### src/rtl/ctrl_seq.sv
// rtl/ctrl_seq.sv - instruction sequencer: accepts one instruction and runs it as EXEC, MEM or ALU.
//
// Purpose: latches an instruction, then sequences either a single-cycle
// strobe (EXEC), a memory handshake with optional timeout (MEM), or an
// ALU strobe of fixed width (ALU). Each instruction retires with done or err.
//
// Ports:
//   clk, rst_n             clock, asynchronous active-low reset
//   instr_valid, instr     instruction offer {opcode, operand}
//   instr_ready            high while IDLE
//   mem_req, mem_we        memory request / write qualifier
//   mem_ack                memory completion, only looked at in MEM
//   addr_offset, nibble_out, reg_sel, alu_shamt   latched operand
//   reg16_dst, reg16_src   upper / lower halves of the latched operand
//   alu_op                 latched opcode without its MSB
//   alu_clk                ALU strobe, ALU_PULSE cycles wide
//   mva, mvb, nibble_read  single-cycle EXEC strobes
//   nibble_hl              level, latched opcode is LNH
//   busy                   state is not IDLE
//   done, err              retire / timeout pulses
module ctrl_seq #(
    parameter int OPC_W     = 4,
    parameter int OPR_W     = 4,
    parameter int ALU_PULSE = 1,
    parameter int MEM_TMO   = 0
) (
    input  logic                   clk,
    input  logic                   rst_n,
    input  logic                   instr_valid,
    input  logic [OPC_W+OPR_W-1:0] instr,
    output logic                   instr_ready,
    output logic                   mem_req,
    output logic                   mem_we,
    input  logic                   mem_ack,
    output logic [OPR_W-1:0]       addr_offset,
    output logic [OPR_W-1:0]       nibble_out,
    output logic [OPR_W-1:0]       reg_sel,
    output logic [OPR_W/2-1:0]     reg16_dst,
    output logic [OPR_W/2-1:0]     reg16_src,
    output logic [OPC_W-2:0]       alu_op,
    output logic [OPR_W-1:0]       alu_shamt,
    output logic                   alu_clk,
    output logic                   mva,
    output logic                   mvb,
    output logic                   nibble_read,
    output logic                   nibble_hl,
    output logic                   busy,
    output logic                   done,
    output logic                   err
);

    localparam int IR_W      = OPC_W + OPR_W;
    // Opcode MSB clear marks an ALU-class opcode; the remaining opcodes
    // live in the upper half of the opcode space.
    localparam int ARITH_BIT = OPC_W - 1;
    localparam logic [OPC_W-1:0] OP_MVA = {1'b1, (OPC_W-1)'(0)};
    localparam logic [OPC_W-1:0] OP_MVB = {1'b1, (OPC_W-1)'(1)};
    localparam logic [OPC_W-1:0] OP_LDB = {1'b1, (OPC_W-1)'(2)};
    localparam logic [OPC_W-1:0] OP_STB = {1'b1, (OPC_W-1)'(3)};
    localparam logic [OPC_W-1:0] OP_LNL = {1'b1, (OPC_W-1)'(4)};
    localparam logic [OPC_W-1:0] OP_LNH = {1'b1, (OPC_W-1)'(5)};

    // One counter serves both the ALU pulse (<=15) and the memory timeout.
    localparam int CNT_W = (MEM_TMO > 15) ? $clog2(MEM_TMO + 1) : 4;

    typedef enum logic [1:0] {
        S_IDLE,
        S_EXEC,
        S_MEM,
        S_ALU
    } state_t;

    state_t           state;
    logic [IR_W-1:0]  ir;
    logic [CNT_W-1:0] cnt;

    logic [OPC_W-1:0] in_opc;
    logic [OPC_W-1:0] ir_opc;
    logic [OPR_W-1:0] ir_opr;

    assign in_opc = instr[IR_W-1:OPR_W];
    assign ir_opc = ir[IR_W-1:OPR_W];
    assign ir_opr = ir[OPR_W-1:0];

    assign instr_ready = (state == S_IDLE);
    assign busy        = (state != S_IDLE);

    assign addr_offset = ir_opr;
    assign nibble_out  = ir_opr;
    assign reg_sel     = ir_opr;
    assign alu_shamt   = ir_opr;
    assign reg16_dst   = ir_opr[OPR_W-1:OPR_W/2];
    assign reg16_src   = ir_opr[OPR_W/2-1:0];
    assign alu_op      = ir_opc[OPC_W-2:0];
    assign nibble_hl   = (ir_opc == OP_LNH);

    always_ff @(posedge clk or negedge rst_n) begin
        if (!rst_n) begin
            state       <= S_IDLE;
            ir          <= '0;
            cnt         <= '0;
            mem_req     <= 1'b0;
            mem_we      <= 1'b0;
            alu_clk     <= 1'b0;
            mva         <= 1'b0;
            mvb         <= 1'b0;
            nibble_read <= 1'b0;
            done        <= 1'b0;
            err         <= 1'b0;
        end else begin
            // Pulses default low; each is set for exactly one cycle below.
            done        <= 1'b0;
            err         <= 1'b0;
            mva         <= 1'b0;
            mvb         <= 1'b0;
            nibble_read <= 1'b0;
            case (state)
                S_IDLE: begin
                    if (instr_valid) begin
                        ir  <= instr;
                        cnt <= '0;
                        if (in_opc == OP_LDB || in_opc == OP_STB) begin
                            state   <= S_MEM;
                            mem_req <= 1'b1;
                            mem_we  <= (in_opc == OP_STB);
                        end else if (!in_opc[ARITH_BIT]) begin
                            state   <= S_ALU;
                            alu_clk <= 1'b1;
                            // A one-cycle pulse retires on its only high cycle.
                            done    <= (ALU_PULSE == 1);
                        end else begin
                            state       <= S_EXEC;
                            mva         <= (in_opc == OP_MVA);
                            mvb         <= (in_opc == OP_MVB);
                            nibble_read <= (in_opc == OP_LNL) || (in_opc == OP_LNH);
                            done        <= 1'b1;
                        end
                    end
                end
                S_EXEC: begin
                    state <= S_IDLE;
                end
                S_MEM: begin
                    // An ack on the timeout cycle still counts as a completion.
                    if (mem_ack) begin
                        state   <= S_IDLE;
                        mem_req <= 1'b0;
                        mem_we  <= 1'b0;
                        done    <= 1'b1;
                    end else if (MEM_TMO != 0 && cnt == CNT_W'(MEM_TMO - 1)) begin
                        state   <= S_IDLE;
                        mem_req <= 1'b0;
                        mem_we  <= 1'b0;
                        err     <= 1'b1;
                    end else begin
                        cnt <= cnt + CNT_W'(1);
                    end
                end
                S_ALU: begin
                    if (cnt == CNT_W'(ALU_PULSE - 1)) begin
                        state   <= S_IDLE;
                        alu_clk <= 1'b0;
                    end else begin
                        cnt  <= cnt + CNT_W'(1);
                        // Raise done so it lands on the final high cycle.
                        done <= (cnt == CNT_W'(ALU_PULSE - 2));
                    end
                end
                default: begin
                    state <= S_IDLE;
                end
            endcase
        end
    end

endmodule

### config.mk
export PLATFORM = sky130hd
export DESIGN_NAME = ctrl_seq
export DESIGN_NICKNAME = d
export VERILOG_FILES = /design/src/rtl/ctrl_seq.sv
export SDC_FILE = /design/constraint.sdc
export NUM_CORES = 1
export LEC_CHECK = 0
export CAP_MARGIN = 25
export CELL_PAD_IN_SITES_DETAIL_PLACEMENT = 1
export CELL_PAD_IN_SITES_GLOBAL_PLACEMENT = 2
export CORE_MARGIN = 3
export CORE_UTILIZATION = 22
export DETAILED_ROUTE_END_ITERATION = 10
export PLACE_DENSITY = 0.76
export SLEW_MARGIN = 5
export SYNTH_ARGS = -nofsm -noshare
export SYNTH_HDL_FRONTEND = slang
export SYNTH_SLANG_ARGS = --single-unit
### constraint.sdc
create_clock -name clk -period 1.5 [get_ports clk]
set_input_delay 0.3 -clock clk [delete_from_list [all_inputs] [get_ports clk]]
set_output_delay 0.3 -clock clk [all_outputs]
set_load 0.02 [all_outputs]
# Word level (Yosys, flattened, before mapping)
# Index checks and enable logic that the tools add are counted.
# op_classes
n_addsub,1
muxes,39
n_eq_ne,19
n_reduce_logical,13
# ops
op,n
$eq 4x4->1 const B,8
$mux 1,25
$ne 2x2->1 const B,7
$mux 4,3
$pmux 4 s3,1
$mux 2,5
$pmux 2 s4,1
$reduce_and 4->1,2
$pmux 1 s2,3
$reduce_bool 2->1,3
$reduce_and 5->1,1
$add 4x1->4 const B,1
$eq 2x2->1 const B,2
$logic_not 4->1,1
$pmux 1 s3,1
$reduce_and 3->1,1
$reduce_bool 3->1,1
$eq 2x1->1 const B,1
$logic_not 2->1,1
$logic_or 1x1->1,2
$ne 2x1->1 const B,1
$reduce_and 2->1,1
# word_totals
register_bits,21
word_cells,82
output_inout_bits,34
in_bits,12

# Logic depth before layout (Yosys ltp)
# logic_depth
ltp_word,6
ltp_mapped,6
ltp_nobuf,5

# Worst setup path before layout
# Ideal clock, no wire load.
# synth_timing
path_kind,flip-flop to flip-flop
start,reg state[1]
end,reg mva
path_stages_with_launch,6
arrival_ns,1.369
path_buffers,2
synth_period_minus_slack_ns,1.435
setup_slack_ns,0.065
setup_time_ns,0.066
t_required_ns,1.434
cell_sequence,dfrtp_1 -> buf_6 -> or3b_1 -> buf_6 -> nor4b_4 -> and2_1
# synth_between
elab_chain_len,2
# synth_lines
element,line,rtl
"start, declared",73,state_t state;
"start signal, assigned",99,state <= S_IDLE;
"start signal, assigned",123,state <= S_MEM;
"start signal, assigned",127,state <= S_ALU;
$logic_not 2->1,117,case (state)
$mux 1,117,
"end signal, assigned",133,mva <= (in_opc == OP_MVA);
"end, declared",43,"output logic mva,"
# No other way between the ends.
# A chain may end at the register's enable or synchronous reset.

# Worst setup path after layout
# layout_timing
start,reg state[0]
end,reg mem_we
# layout_between
elab_chain_len,3
elab_cells_between_ends,8
classes_between,eq/ne (4); mux (1); reduce/logical (3)
# layout_lines
element,line,rtl
$eq 2x2->1 / $logic_not 2->1 (equally long branches),117,
$ne 2x2->1 (no source line) (tied with other cells),--,
$reduce_and 4->1 (no source line),--,
"end signal, assigned",125,mem_we <= (in_opc == OP_STB);
"end, declared",33,"output logic mem_we,"
# Parallel ways exist; a longest one is shown, timed or not.

==> qor.txt <==
Status: finished, final reports clean
Gate count after technology mapping: 123
Achievable clock frequency: 672 MHz
Kind of end point of the critical path: register
Yosys warnings: 0
Fraction of layout instances using a drive strength above 1: 17.3%
Count of antenna-violating nets left after detailed routing: 0
Avg WL per Cell: 13.8 µm
Fin cells: 223
Worst Skew: 0.00336 ns
Via count of the first global-routing pass: 1025
CTS sink count: 21
Clock latency on the worst-skew pair: 0.27 ns
Final sum of negative setup slack: 0 ns
Setup WS post-layout: 0.0111 ns
Number of buffers on the longest clock path: 2
Number of DRC violations after detailed-routing iteration 0: 29
Biggest area consumer among synthesized cells: sky130_fd_sc_hd__dfrtp_1
Standard-cell rows: 25
Maximum number of pins on one net before global-route repair: 22
VDD IR max: 0.559 mV
Critical Path Source Type: register
Overflow left after global routing: 0
Global routing usage summed across all routing layers: 10.3%
Synthesized net count: 137
Initial Util: 23.7%
Master of the slowest instance on the critical path: sky130_fd_sc_hd__or3b_4
Total DRC errors in the routed layout: 0
H-tree levels: 1
Hold violation total from the final report: 0
Die extent in x: 79 µm
Total routed wirelength: 3080 µm
Placer's final routability congestion estimate: 0.734
Unrepaired setup endpoints after global routing: yes
First-pass detailed-route iteration total: 4
Lkg Pwr: 0.822 nW
Clock slew seen by the registers of the worst setup and hold paths: 0.09 ns
Number of buffers added by the clock tree synthesis step: 3
Tmin final: 1.49 ns
Core footprint: 0.00494 mm²
Post-synthesis cell area: 0.00117 mm²
Sequence of cells on the critical path: buf_6, or3b_4, buf_4, o221ai_1, o31ai_1
Biggest cell delay along the critical path: 0.44 ns
Setup-failing EPs final: 0
Area added between synthesis and finish: 38.5%
Cell types with the largest area share after synthesis: sky130_fd_sc_hd__dfrtp_1 (45%), sky130_fd_sc_hd__buf_4 (15%), sky130_fd_sc_hd__nand2_1 (8.3%)
Clock tree from TritonCTS: yes
Via count of the routed design: 962
Maximum capacitance violations: 0
Fraction of synthesized cell area taken by the top area cell type: 44.8%
Utilization after layout: 32.9%
Cts-stage hold buffer count: 0
Post-placement worst setup slack: -0.297 ns
Cell Count Post-Placement: 215
Total power after layout: 3.27 mW
Total of buffers placed on input and output ports: 44
Fin crit share: 99.3%
Total power divided by cell area: 2010 mW/mm²
Critical path data arrival time: 1.64 ns
CP required: 1.65 ns
Seq cells post-synth: 21
Wire length of the first global-routing pass: 5140 µm
Nets@finish: 171
Area enclosed by the die boundary: 0.00624 mm²
Initial antenna violation count: 0
Vias per Instance: 4.31
Antenna cells: 0
Fillers: 605
WS Path Type: register to register
Type of the tightest min-delay check: primary input to asynchronous set/reset pin
DPL Wire Length: 2240 µm
Avg Synthesized Cell Area: 9.53 µm²
Post-synthesis sequential area ratio: 44.8%
Max-slew violations: 0
Top-level port count: 46
Count of unique library cells instantiated by Yosys: 35
Peak fanout along the critical path: 7
DIE HEIGHT: 79 µm
Clock root buffer: sky130_fd_sc_hd__clkbuf_8
power by group:
| part | internal (mW) | switching [mW] | total [mW] |
|---|---|---|---|
| logic | 0.805 | 1.12 | 1.93 |
| registers | 0.776 | 0.173 | 0.948 |
| clock network | 0.188 | 0.206 | 0.394 |
worst max-delay path, delay by kind of cell, from the launching register on:
| family | cells | cell delay, ns |
|---|---|---|
| AOI/OAI and AO/OA | 2 | 0.23 |
| and+or+nand+nor | 1 | 0.44 |
| DFF | 1 | 0.40 |
| buffers and inverters | 2 | 0.30 |
logic make-up after synthesis:
group	synth area share (%)
AO/OA/AOI/OAI	10.0
adder cells (fa/ha/maj)	2.13
buffers and inverters	20.7
flip-flops	44.8
multiplexers	0.854
other	0.320
AND/OR/NAND/NOR	21.1
timing repair:
item	4_1_cts	5_1_grt
pin swaps	0	5
gates resized for setup	43	8
setup endpoints to repair	47	13
buffers inserted	0	4
state kept, by name, indices dropped and copies added (netlist names):
signal and flops:
ir 8, cnt 4, state 2, alu_clk 1, done 1, mem_req 1
mem_we 1, mva 1, mvb 1, nibble_read 1
through the flow:
| step | hold WS (ns) | instance area (µm²) |
|---|---|---|
| after floorplan | 0.00441 | 1170 |
| after global placement | 0.456 | 1560 |
| after detailed placement | 0.472 | 1560 |
| after CTS | 0.384 | 1560 |
| after global routing | 0.396 | 1620 |
| final | 0.377 | 1620 |
worst paths after layout:
kind | from | to | slack, ns | cells past startpoint
max | state[0] | mem_we | 0.01 | 5
min | rst_n | mem_req | 0.38 | 2
max reg2reg | state[0] | mem_we | 0.01 | 5
min reg2reg | ir[7] | ir[7] | 0.49 | 2
max in group asynchronous | rst_n | ir[0] | 0.90 | 2
min in group clk | ir[7] | ir[7] | 0.49 | 2
per-layer routing:
layer / vias to the layer above / wire length (µm) / GRT usage, %
met3: 4 / 207 / 2.38
met2: 38 / 1460 / 17.3
li1: 450 / - / -
met4: 0 / 38 / 2.58
met1: 470 / 1370 / 13.4
met5: - / 0 / 0
Yosys cell counts:
library cell                count
sky130_fd_sc_hd__a41oi_1        1
sky130_fd_sc_hd__nand3_1        1
sky130_fd_sc_hd__inv_1          7
sky130_fd_sc_hd__o22ai_1        1
sky130_fd_sc_hd__o21ai_0        8
sky130_fd_sc_hd__buf_4         24
sky130_fd_sc_hd__nand2b_1       1
sky130_fd_sc_hd__ha_1           2
sky130_fd_sc_hd__or2_2          1
sky130_fd_sc_hd__nand3b_1       1
sky130_fd_sc_hd__nand2_1       26
sky130_fd_sc_hd__and2_1         2
sky130_fd_sc_hd__or3b_1         1
sky130_fd_sc_hd__nor2b_1        1
sky130_fd_sc_hd__nand4bb_1      1
sky130_fd_sc_hd__nor3_1         1
sky130_fd_sc_hd__buf_2          2
sky130_fd_sc_hd__dfrtp_1       21
sky130_fd_sc_hd__nor4b_4        1
sky130_fd_sc_hd__nor3b_2        1
sky130_fd_sc_hd__o211ai_1       2
sky130_fd_sc_hd__and4b_1        1
sky130_fd_sc_hd__nand4_1        2
sky130_fd_sc_hd__mux2i_1        1
sky130_fd_sc_hd__buf_6          2
sky130_fd_sc_hd__o221ai_1       1
sky130_fd_sc_hd__o311ai_0       1
sky130_fd_sc_hd__a31oi_1        2
sky130_fd_sc_hd__conb_1         1
sky130_fd_sc_hd__and4_1         1
sky130_fd_sc_hd__clkbuf_1       1
sky130_fd_sc_hd__nor3b_1        1
sky130_fd_sc_hd__and3_1         1
sky130_fd_sc_hd__a32o_1         1
sky130_fd_sc_hd__o31ai_1        1
layout make-up:
type                    count  area, µm²  area share (%)
well taps                  67       83.8            5.16
clock inverters             1       7.51           0.462
repair buffers             58        514            31.7
flip-flops and latches     21        526            32.4
inverters                   7       26.3            1.62
clock buffers               3       41.3            2.54
multi-input cells          66        425            26.2
cell usage in the layout (no fill, tap or decap), types with 2 or more instances in the layout:
master	instances
sky130_fd_sc_hd__dlygate4sd2_1	29
sky130_fd_sc_hd__nand2_1	26
sky130_fd_sc_hd__dfrtp_1	21
sky130_fd_sc_hd__clkdlybuf4s50_1	11
sky130_fd_sc_hd__buf_4	11
sky130_fd_sc_hd__o21ai_0	8
sky130_fd_sc_hd__inv_1	7
sky130_fd_sc_hd__buf_6	4
sky130_fd_sc_hd__clkbuf_8	3
sky130_fd_sc_hd__nand4_1	2
sky130_fd_sc_hd__o211ai_1	2
sky130_fd_sc_hd__a31oi_1	2
sky130_fd_sc_hd__ha_1	2
sky130_fd_sc_hd__buf_2	2
(Power assumes the default switching activity.)
